## src/rtl/axi_lite_reg_slave_if.sv

```systemverilog
// AXI4-Lite bus bundle between the accelerator's master adapter and the register slave.
// Modports give each side its own view of the five channels.
interface axi_lite_reg_slave_if;
    logic [31:0] awaddr;
    logic        awvalid;
    logic        awready;
    logic [31:0] wdata;
    logic [3:0]  wstrb;
    logic        wvalid;
    logic        wready;
    logic [1:0]  bresp;
    logic        bvalid;
    logic        bready;
    logic [31:0] araddr;
    logic        arvalid;
    logic        arready;
    logic [31:0] rdata;
    logic [1:0]  rresp;
    logic        rvalid;
    logic        rready;

    modport master (
        output awaddr, awvalid, wdata, wstrb, wvalid, bready, araddr, arvalid, rready,
        input  awready, wready, bresp, bvalid, arready, rdata, rresp, rvalid
    );

    modport slave (
        input  awaddr, awvalid, wdata, wstrb, wvalid, bready, araddr, arvalid, rready,
        output awready, wready, bresp, bvalid, arready, rdata, rresp, rvalid
    );
endinterface

```

## src/rtl/axi_lite_reg_slave.sv

```systemverilog
// AXI4-Lite register bank: N_REGS-1 byte-writable control words plus one read-only status word.
// Independent AW/W holding registers; one write and one read outstanding, running concurrently.
module axi_lite_reg_slave #(
    parameter int unsigned N_REGS = 8
) (
    input  logic                        clk,
    input  logic                        resetn,
    axi_lite_reg_slave_if.slave         axi,
    output logic [(N_REGS-1)*32-1:0]    regs_out,
    output logic [N_REGS-2:0]           reg_wr_pulse,
    input  logic [31:0]                 status_in
);
    localparam int unsigned NumRw      = N_REGS - 1;
    localparam logic [29:0] StatusIdx  = 30'(N_REGS - 1);
    localparam logic [1:0]  RespOkay   = 2'b00;
    localparam logic [1:0]  RespSlvErr = 2'b10;

    logic [NumRw-1:0][31:0] regs_q, regs_d;
    logic [NumRw-1:0]       pulse_q, pulse_d;

    logic        aw_held_q, w_held_q;
    logic [29:0] aw_idx_q;
    logic [31:0] wdata_q;
    logic [3:0]  wstrb_q;

    logic        bvalid_q, bvalid_d;
    logic [1:0]  bresp_q, bresp_d;
    logic        rvalid_q, rvalid_d;
    logic [31:0] rdata_q, rdata_d;
    logic [1:0]  rresp_q, rresp_d;

    logic        aw_hs, w_hs, ar_hs, commit;
    logic [29:0] wr_idx, rd_idx;
    logic [31:0] wr_data;
    logic [3:0]  wr_strb;

    // Byte offset within a word carries no meaning for a word-wide register bank.
    logic unused_addr_bits;
    assign unused_addr_bits = ^{axi.awaddr[1:0], axi.araddr[1:0]};

    assign axi.awready = !aw_held_q && !bvalid_q;
    assign axi.wready  = !w_held_q && !bvalid_q;
    assign axi.arready = !rvalid_q;

    assign aw_hs = axi.awvalid && axi.awready;
    assign w_hs  = axi.wvalid && axi.wready;
    assign ar_hs = axi.arvalid && axi.arready;

    // Payloads come from the holding registers if already captured, else straight off the bus.
    assign wr_idx  = aw_held_q ? aw_idx_q : axi.awaddr[31:2];
    assign wr_data = w_held_q ? wdata_q : axi.wdata;
    assign wr_strb = w_held_q ? wstrb_q : axi.wstrb;
    assign commit  = (aw_held_q || aw_hs) && (w_held_q || w_hs);
    assign rd_idx  = axi.araddr[31:2];

    always_comb begin
        regs_d   = regs_q;
        pulse_d  = '0;
        bvalid_d = bvalid_q;
        bresp_d  = bresp_q;
        if (bvalid_q && axi.bready) begin
            bvalid_d = 1'b0;
        end
        if (commit) begin
            bvalid_d = 1'b1;
            bresp_d  = (wr_idx < StatusIdx) ? RespOkay : RespSlvErr;
            for (int unsigned k = 0; k < NumRw; k++) begin
                if (wr_idx == 30'(k)) begin
                    pulse_d[k] = 1'b1;
                    for (int unsigned b = 0; b < 4; b++) begin
                        if (wr_strb[b]) begin
                            regs_d[k][8*b +: 8] = wr_data[8*b +: 8];
                        end
                    end
                end
            end
        end
    end

    // Read data comes from regs_q, so a same-edge write is not visible to this read.
    always_comb begin
        rvalid_d = rvalid_q;
        rdata_d  = rdata_q;
        rresp_d  = rresp_q;
        if (rvalid_q && axi.rready) begin
            rvalid_d = 1'b0;
        end
        if (ar_hs) begin
            rvalid_d = 1'b1;
            rdata_d  = '0;
            rresp_d  = RespSlvErr;
            if (rd_idx == StatusIdx) begin
                rdata_d = status_in;
                rresp_d = RespOkay;
            end
            for (int unsigned k = 0; k < NumRw; k++) begin
                if (rd_idx == 30'(k)) begin
                    rdata_d = regs_q[k];
                    rresp_d = RespOkay;
                end
            end
        end
    end

    always_ff @(posedge clk or negedge resetn) begin
        if (!resetn) begin
            regs_q    <= '0;
            pulse_q   <= '0;
            aw_held_q <= 1'b0;
            w_held_q  <= 1'b0;
            aw_idx_q  <= '0;
            wdata_q   <= '0;
            wstrb_q   <= '0;
            bvalid_q  <= 1'b0;
            bresp_q   <= '0;
            rvalid_q  <= 1'b0;
            rdata_q   <= '0;
            rresp_q   <= '0;
        end else begin
            regs_q   <= regs_d;
            pulse_q  <= pulse_d;
            bvalid_q <= bvalid_d;
            bresp_q  <= bresp_d;
            rvalid_q <= rvalid_d;
            rdata_q  <= rdata_d;
            rresp_q  <= rresp_d;
            if (commit) begin
                aw_held_q <= 1'b0;
                w_held_q  <= 1'b0;
            end else begin
                if (aw_hs) aw_held_q <= 1'b1;
                if (w_hs)  w_held_q  <= 1'b1;
            end
            if (aw_hs) begin
                aw_idx_q <= axi.awaddr[31:2];
            end
            if (w_hs) begin
                wdata_q <= axi.wdata;
                wstrb_q <= axi.wstrb;
            end
        end
    end

    assign axi.bvalid   = bvalid_q;
    assign axi.bresp    = bresp_q;
    assign axi.rvalid   = rvalid_q;
    assign axi.rdata    = rdata_q;
    assign axi.rresp    = rresp_q;
    assign regs_out     = regs_q;
    assign reg_wr_pulse = pulse_q;
endmodule

```

## src/flat_wrapper.sv

```systemverilog
// flat-port wrapper written by rule: the top's interface ports become plain ports
module axi_lite_reg_slave_flat 
#(
    parameter int unsigned N_REGS = 8
)
  (clk, resetn, regs_out, reg_wr_pulse, status_in, axi_awaddr, axi_awvalid, axi_wdata, axi_wstrb, axi_wvalid, axi_bready, axi_araddr, axi_arvalid, axi_rready, axi_awready, axi_wready, axi_bresp, axi_bvalid, axi_arready, axi_rdata, axi_rresp, axi_rvalid);
  axi_lite_reg_slave_if axi_i ();
  input  logic clk;
  input  logic resetn;
  output logic [(N_REGS-1)*32-1:0] regs_out;
  output logic [N_REGS-2:0] reg_wr_pulse;
  input  logic [31:0] status_in;
  input wire logic [$bits(axi_i.awaddr)-1:0] axi_awaddr;
  input wire logic [$bits(axi_i.awvalid)-1:0] axi_awvalid;
  input wire logic [$bits(axi_i.wdata)-1:0] axi_wdata;
  input wire logic [$bits(axi_i.wstrb)-1:0] axi_wstrb;
  input wire logic [$bits(axi_i.wvalid)-1:0] axi_wvalid;
  input wire logic [$bits(axi_i.bready)-1:0] axi_bready;
  input wire logic [$bits(axi_i.araddr)-1:0] axi_araddr;
  input wire logic [$bits(axi_i.arvalid)-1:0] axi_arvalid;
  input wire logic [$bits(axi_i.rready)-1:0] axi_rready;
  output wire logic [$bits(axi_i.awready)-1:0] axi_awready;
  output wire logic [$bits(axi_i.wready)-1:0] axi_wready;
  output wire logic [$bits(axi_i.bresp)-1:0] axi_bresp;
  output wire logic [$bits(axi_i.bvalid)-1:0] axi_bvalid;
  output wire logic [$bits(axi_i.arready)-1:0] axi_arready;
  output wire logic [$bits(axi_i.rdata)-1:0] axi_rdata;
  output wire logic [$bits(axi_i.rresp)-1:0] axi_rresp;
  output wire logic [$bits(axi_i.rvalid)-1:0] axi_rvalid;
  assign axi_i.awaddr = axi_awaddr;
  assign axi_i.awvalid = axi_awvalid;
  assign axi_i.wdata = axi_wdata;
  assign axi_i.wstrb = axi_wstrb;
  assign axi_i.wvalid = axi_wvalid;
  assign axi_i.bready = axi_bready;
  assign axi_i.araddr = axi_araddr;
  assign axi_i.arvalid = axi_arvalid;
  assign axi_i.rready = axi_rready;
  assign axi_awready = axi_i.awready;
  assign axi_wready = axi_i.wready;
  assign axi_bresp = axi_i.bresp;
  assign axi_bvalid = axi_i.bvalid;
  assign axi_arready = axi_i.arready;
  assign axi_rdata = axi_i.rdata;
  assign axi_rresp = axi_i.rresp;
  assign axi_rvalid = axi_i.rvalid;
  axi_lite_reg_slave #(.N_REGS(N_REGS)) u_core (.clk(clk), .resetn(resetn), .axi(axi_i), .regs_out(regs_out), .reg_wr_pulse(reg_wr_pulse), .status_in(status_in));
endmodule
```

## config.mk

```make
export PLATFORM = sky130hd
export DESIGN_NAME = axi_lite_reg_slave_flat
export DESIGN_NICKNAME = d
export VERILOG_FILES = /design/src/rtl/axi_lite_reg_slave_if.sv /design/src/rtl/axi_lite_reg_slave.sv /design/src/flat_wrapper.sv
export SDC_FILE = /design/constraint.sdc
export NUM_CORES = 1
export LEC_CHECK = 0
export BUFFER_PORTS_ARGS = -buffer_cell sky130_fd_sc_hd__buf_2
export CAP_MARGIN = 20
export CORE_MARGIN = 10
export CORE_UTILIZATION = 35
export CTS_CLUSTER_DIAMETER = 30
export CTS_CLUSTER_SIZE = 20
export DETAILED_ROUTE_END_ITERATION = 6
export PLACE_DENSITY = 0.65
export SYNTH_ARGS = -nofsm -noshare
export SYNTH_HDL_FRONTEND = slang
export SYNTH_SLANG_ARGS = --single-unit
```

## constraint.sdc

```tcl
create_clock -name clk -period 3.2 [get_ports clk]
set_input_delay 0 -clock clk [delete_from_list [all_inputs] [get_ports clk]]
set_output_delay 0 -clock clk [all_outputs]
set_load 0.01 [all_outputs]
```

==> results by stage <==
Layout:
- The count of non-filler cells in the finished layout is 2,470.
- Of the cells placed in the final design, the portion with a size suffix greater than 1 is 53.8%.
- The area growth from synthesis to layout is 47.4%.
- The number of fillers in the final layout is 3,758.
- The final design utilization is 52.1%.
- The final net count is 1,940.
- The total non-filler cell area in the finished layout is 22,900 µm².

Critical path:
- The worst setup path is captured at a register.
- The cell repeated most along the worst path is and4_1.
- The worst setup path is launched from a register.
- For this design, the slowest cell found on the critical path is and4_1.
- The worst setup path category is reg2reg.
- Walking the worst path, the cells encountered are buf_4 > nor4_1 > and4_1 > o22a_1 > and4_1 > mux2_2.
- The maximum net fanout on the critical path is 11.
- The delay of the slowest cell on the worst path is 0.62 ns.
- The critical path starts at u_core.aw_held_q.
- The arrival time at the worst endpoint is 3.40 ns.
- The required time of the critical path is 3.68 ns.
- The startpoint identified for the worst register-to-register timing path is u_core.aw_held_q.

Drt:
- Detailed routing inserted a total of 13,800 vias.
- The first-pass detailed-route iteration total is 5.
- Dividing the detail-routed wire length by the instance count gives 27.7 µm.
- For this block, the routed nets add up to 68,500 µm of wire.
- The number of vias per cell is 5.57.
- The starting DRC count in detailed routing is 1,027.
- The number of routed nets with antenna violations is 0.
- The remaining design rule violation count is 0.

Floorplan:
- The floorplan step defined a die boundary enclosing 53,300 µm².
- After floorplanning, the core was divided into 77 placement rows.
- Measured along the x axis, the die boundary spans 231 µm.
- For this design the top-level I/O count stands at 411.
- The area inside the core boundary is 44,000 µm².
- The height of the chip is 231 µm.
- The initial standard-cell utilization of the core is 35.3%.

Clock network:
- The clock-pin slew on the worst setup and hold paths is 0.04 ns.
- The buffers inserted during post-CTS setup optimization is 0.
- The tree built by TritonCTS fans out to 335 sinks.
- The cell at the root of the clock tree is clkbuf_16.
- TritonCTS built the clock tree.
- In this run, post-CTS hold repair placed 91 buffers.
- Post-CTS repair changed the size of 0 cells.
- The total clock buffers created by CTS is 88.
- Clock latency on the worst-skew pair, taken at its later pin, is 0.61 ns.
- The clock passes through at most 3 buffers.
- The number of H-tree levels is 3.

GRT:
- The global-route congestion overflow total is 0.
- The number of global-route vias before repair was 14,900.
- In the global route stage, overall resource usage came out at 25.0%.
- The largest net degree at the start of global routing is 95.
- The first global-routing pass estimated 99,300 µm of wire.
- The initial antenna violation count is 3.

Timing:
- For the pin with the worst max-slew slack, the measured transition is 1.10 ns.
- The hold violation count in the final report came to 0.
- The clock skew is 0.0200 ns.
- The tightest slew margin relative to the limit is 27.0%.
- The setup TNS is 0 ns.
- Setup repair after global routing left no endpoint under its margin.
- In the finished design, the share of the clock period the worst path needs comes to 91.2%.
- Setup violations remaining at the end of the flow were counted as 0.
- The final number of max-transition violations is 0.
- The fmax is 343 MHz.
- The routed design could run at a clock period as short as 2.92 ns.

Power:
- The total power divided by cell area is 754 nW/µm².
- The peak supply drop is 482 µV.
- Summed over all cells, the static leakage comes to 11.4 nW.
- The power consumption is 17.3 mW.

Placement:
- The final weighted congestion in routability-driven placement is 0.841.
- The placed instance area is 18,700 µm².
- The wire-length estimate of the detail-placed layout is 46,600 µm.
- Buffers placed on the I/O ports in this run total 404.
- The post-placement cell count is 2,212.

Logic synthesis:
- In this run, synthesis inferred 0 flip-flops with an integrated enable.
- The predominant post-synthesis flop cell is dfrtp_1.
- Sorting the synthesized cells by area gives the leading types as dfrtp_1 (54%), mux2_2 (24%), o21ai_0 (2.0%).
- Counting distinct cell types in the post-synthesis netlist gives 65.
- In this run the cell area of the synthesized design comes to 15,500 µm².
- Synthesis inferred 335 register bits.
- The synthesized design devotes to its leading area cell type 53.9% of total area.
- The async set or reset register ratio after synthesis is 100%.
- Sequential elements use 53.9% of the synthesized area.
- The number of synthesis warnings is 0.
- After technology mapping, the gate count stands at 1,215.
- Summed over all instances, the cell type with the most area after synthesis is dfrtp_1.
- The post-synthesis average cell area is 12.8 µm².

Job:
- The tool flagged a number of max-cap violations equal to 0.

Status:
- The run finished with clean final reports.

Min path:
- The path class of the tightest hold or removal check is in2async.
## path summary, 6_finish.rpt
path	to	slack (ns)	cells after the start
hold / removal	u_core.aw_idx_q[4]	0.03	2
setup / recovery	u_core.regs_out[162]	0.28	6
min in group clk	u_core.axi.rdata[24]	0.04	5
setup reg to reg	u_core.regs_out[162]	0.28	6
max in group asynchronous	u_core.w_held_q	2.18	3
hold reg to reg	u_core.axi.rdata[10]	0.49	2
## placed cells by master (no fill, tap or decap), types with 23 or more instances in the layout
cell / n
buf_2: 402
a21oi_1: 26
mux2_2: 329
buf_4: 61
a2bb2oi_1: 24
dfrtp_1: 334
nand2_1: 49
o21ai_0: 61
dlygate4sd3_1: 91
mux2i_1: 23
clkbuf_16: 92
nor2_1: 41
## synth_stat cells (10+ instances only)
cell type and n:
mux2_2 329, o21ai_0 61, a221oi_1 13, a22o_1 10, dfrtp_1 335, nand2_1 49, a21oi_1 26, clkbuf_1 51
mux2i_1 23, o211ai_1 17, nor2_1 42, nor4_1 19, a22oi_1 18, nor3_1 10, nor2_2 17, a2bb2oi_1 24
## flip-flops by register name (all words and copies together), names as in the netlist
| name | cells |
|---|---|
| u_core.reg_wr_pulse | 7 |
| u_core.wstrb_q | 4 |
| u_core.w_held_q | 1 |
| u_core.axi.bvalid | 1 |
| u_core.axi.rresp | 1 |
| u_core.axi.rdata | 32 |
| u_core.regs_out | 224 |
| u_core.aw_idx_q | 30 |
| u_core.wdata_q | 32 |
| u_core.aw_held_q | 1 |
| u_core.axi.rvalid | 1 |
| u_core.axi.bresp | 1 |
## kinds of logic after synthesis
| logic type | synth area share [%] |
|---|---|
| AO/OA/AOI/OAI | 10.9 |
| buffers and inverters | 1.95 |
| flip-flops | 53.9 |
| other | 0.0241 |
| multiplexers | 25.3 |
| AND/OR/NAND/NOR | 7.91 |
## stage by stage
step	hold slack (ns)	setup slack, ns
6_report	0.0282	0.281
3_3_place_gp	0.0830	0.443
5_1_grt	0.0498	0.165
3_5_place_dp	0.0904	0.322
2_1_floorplan	-0.296	0.704
4_1_cts	0.00953	0.278
## worst max-delay path: cells and delay by family (launching register included)
kind | cells | cell delay, ns
AND/OR/NAND/NOR | 3 | 1.38
flip-flops | 1 | 0.42
multiplexers | 1 | 0.41
AO/OA/AOI/OAI | 1 | 0.38
buffers and inverters | 1 | 0.21
## routing by layer
metal  track usage, %  share of wire, %
met5                0                 0
met4             12.6               4.5
met3             7.00               8.0
met2             40.5                48
met1             30.0                40
## final cells by class
type	instances	area, µm²	area share, %
Sequential cell	335	8380	36.6
Multi-Input combinational cell	807	6920	30.2
Timing Repair Buffer	560	3500	15.3
Clock buffer	111	2520	11.0
Clock inverter	53	813	3.55
Tap cell	592	741	3.23
Inverter	9	33.8	0.147
Antenna cell	3	7.51	0.0327
## where the power goes
part	leakage, nW	total (mW)	internal [mW]	switching [mW]
sequential	4.50	5.01	4.73	0.285
clock	1.61	9.84	7.08	2.77
combinational	5.25	2.43	1.06	1.36
No activity file was read; power rests on OpenSTA's default activity.
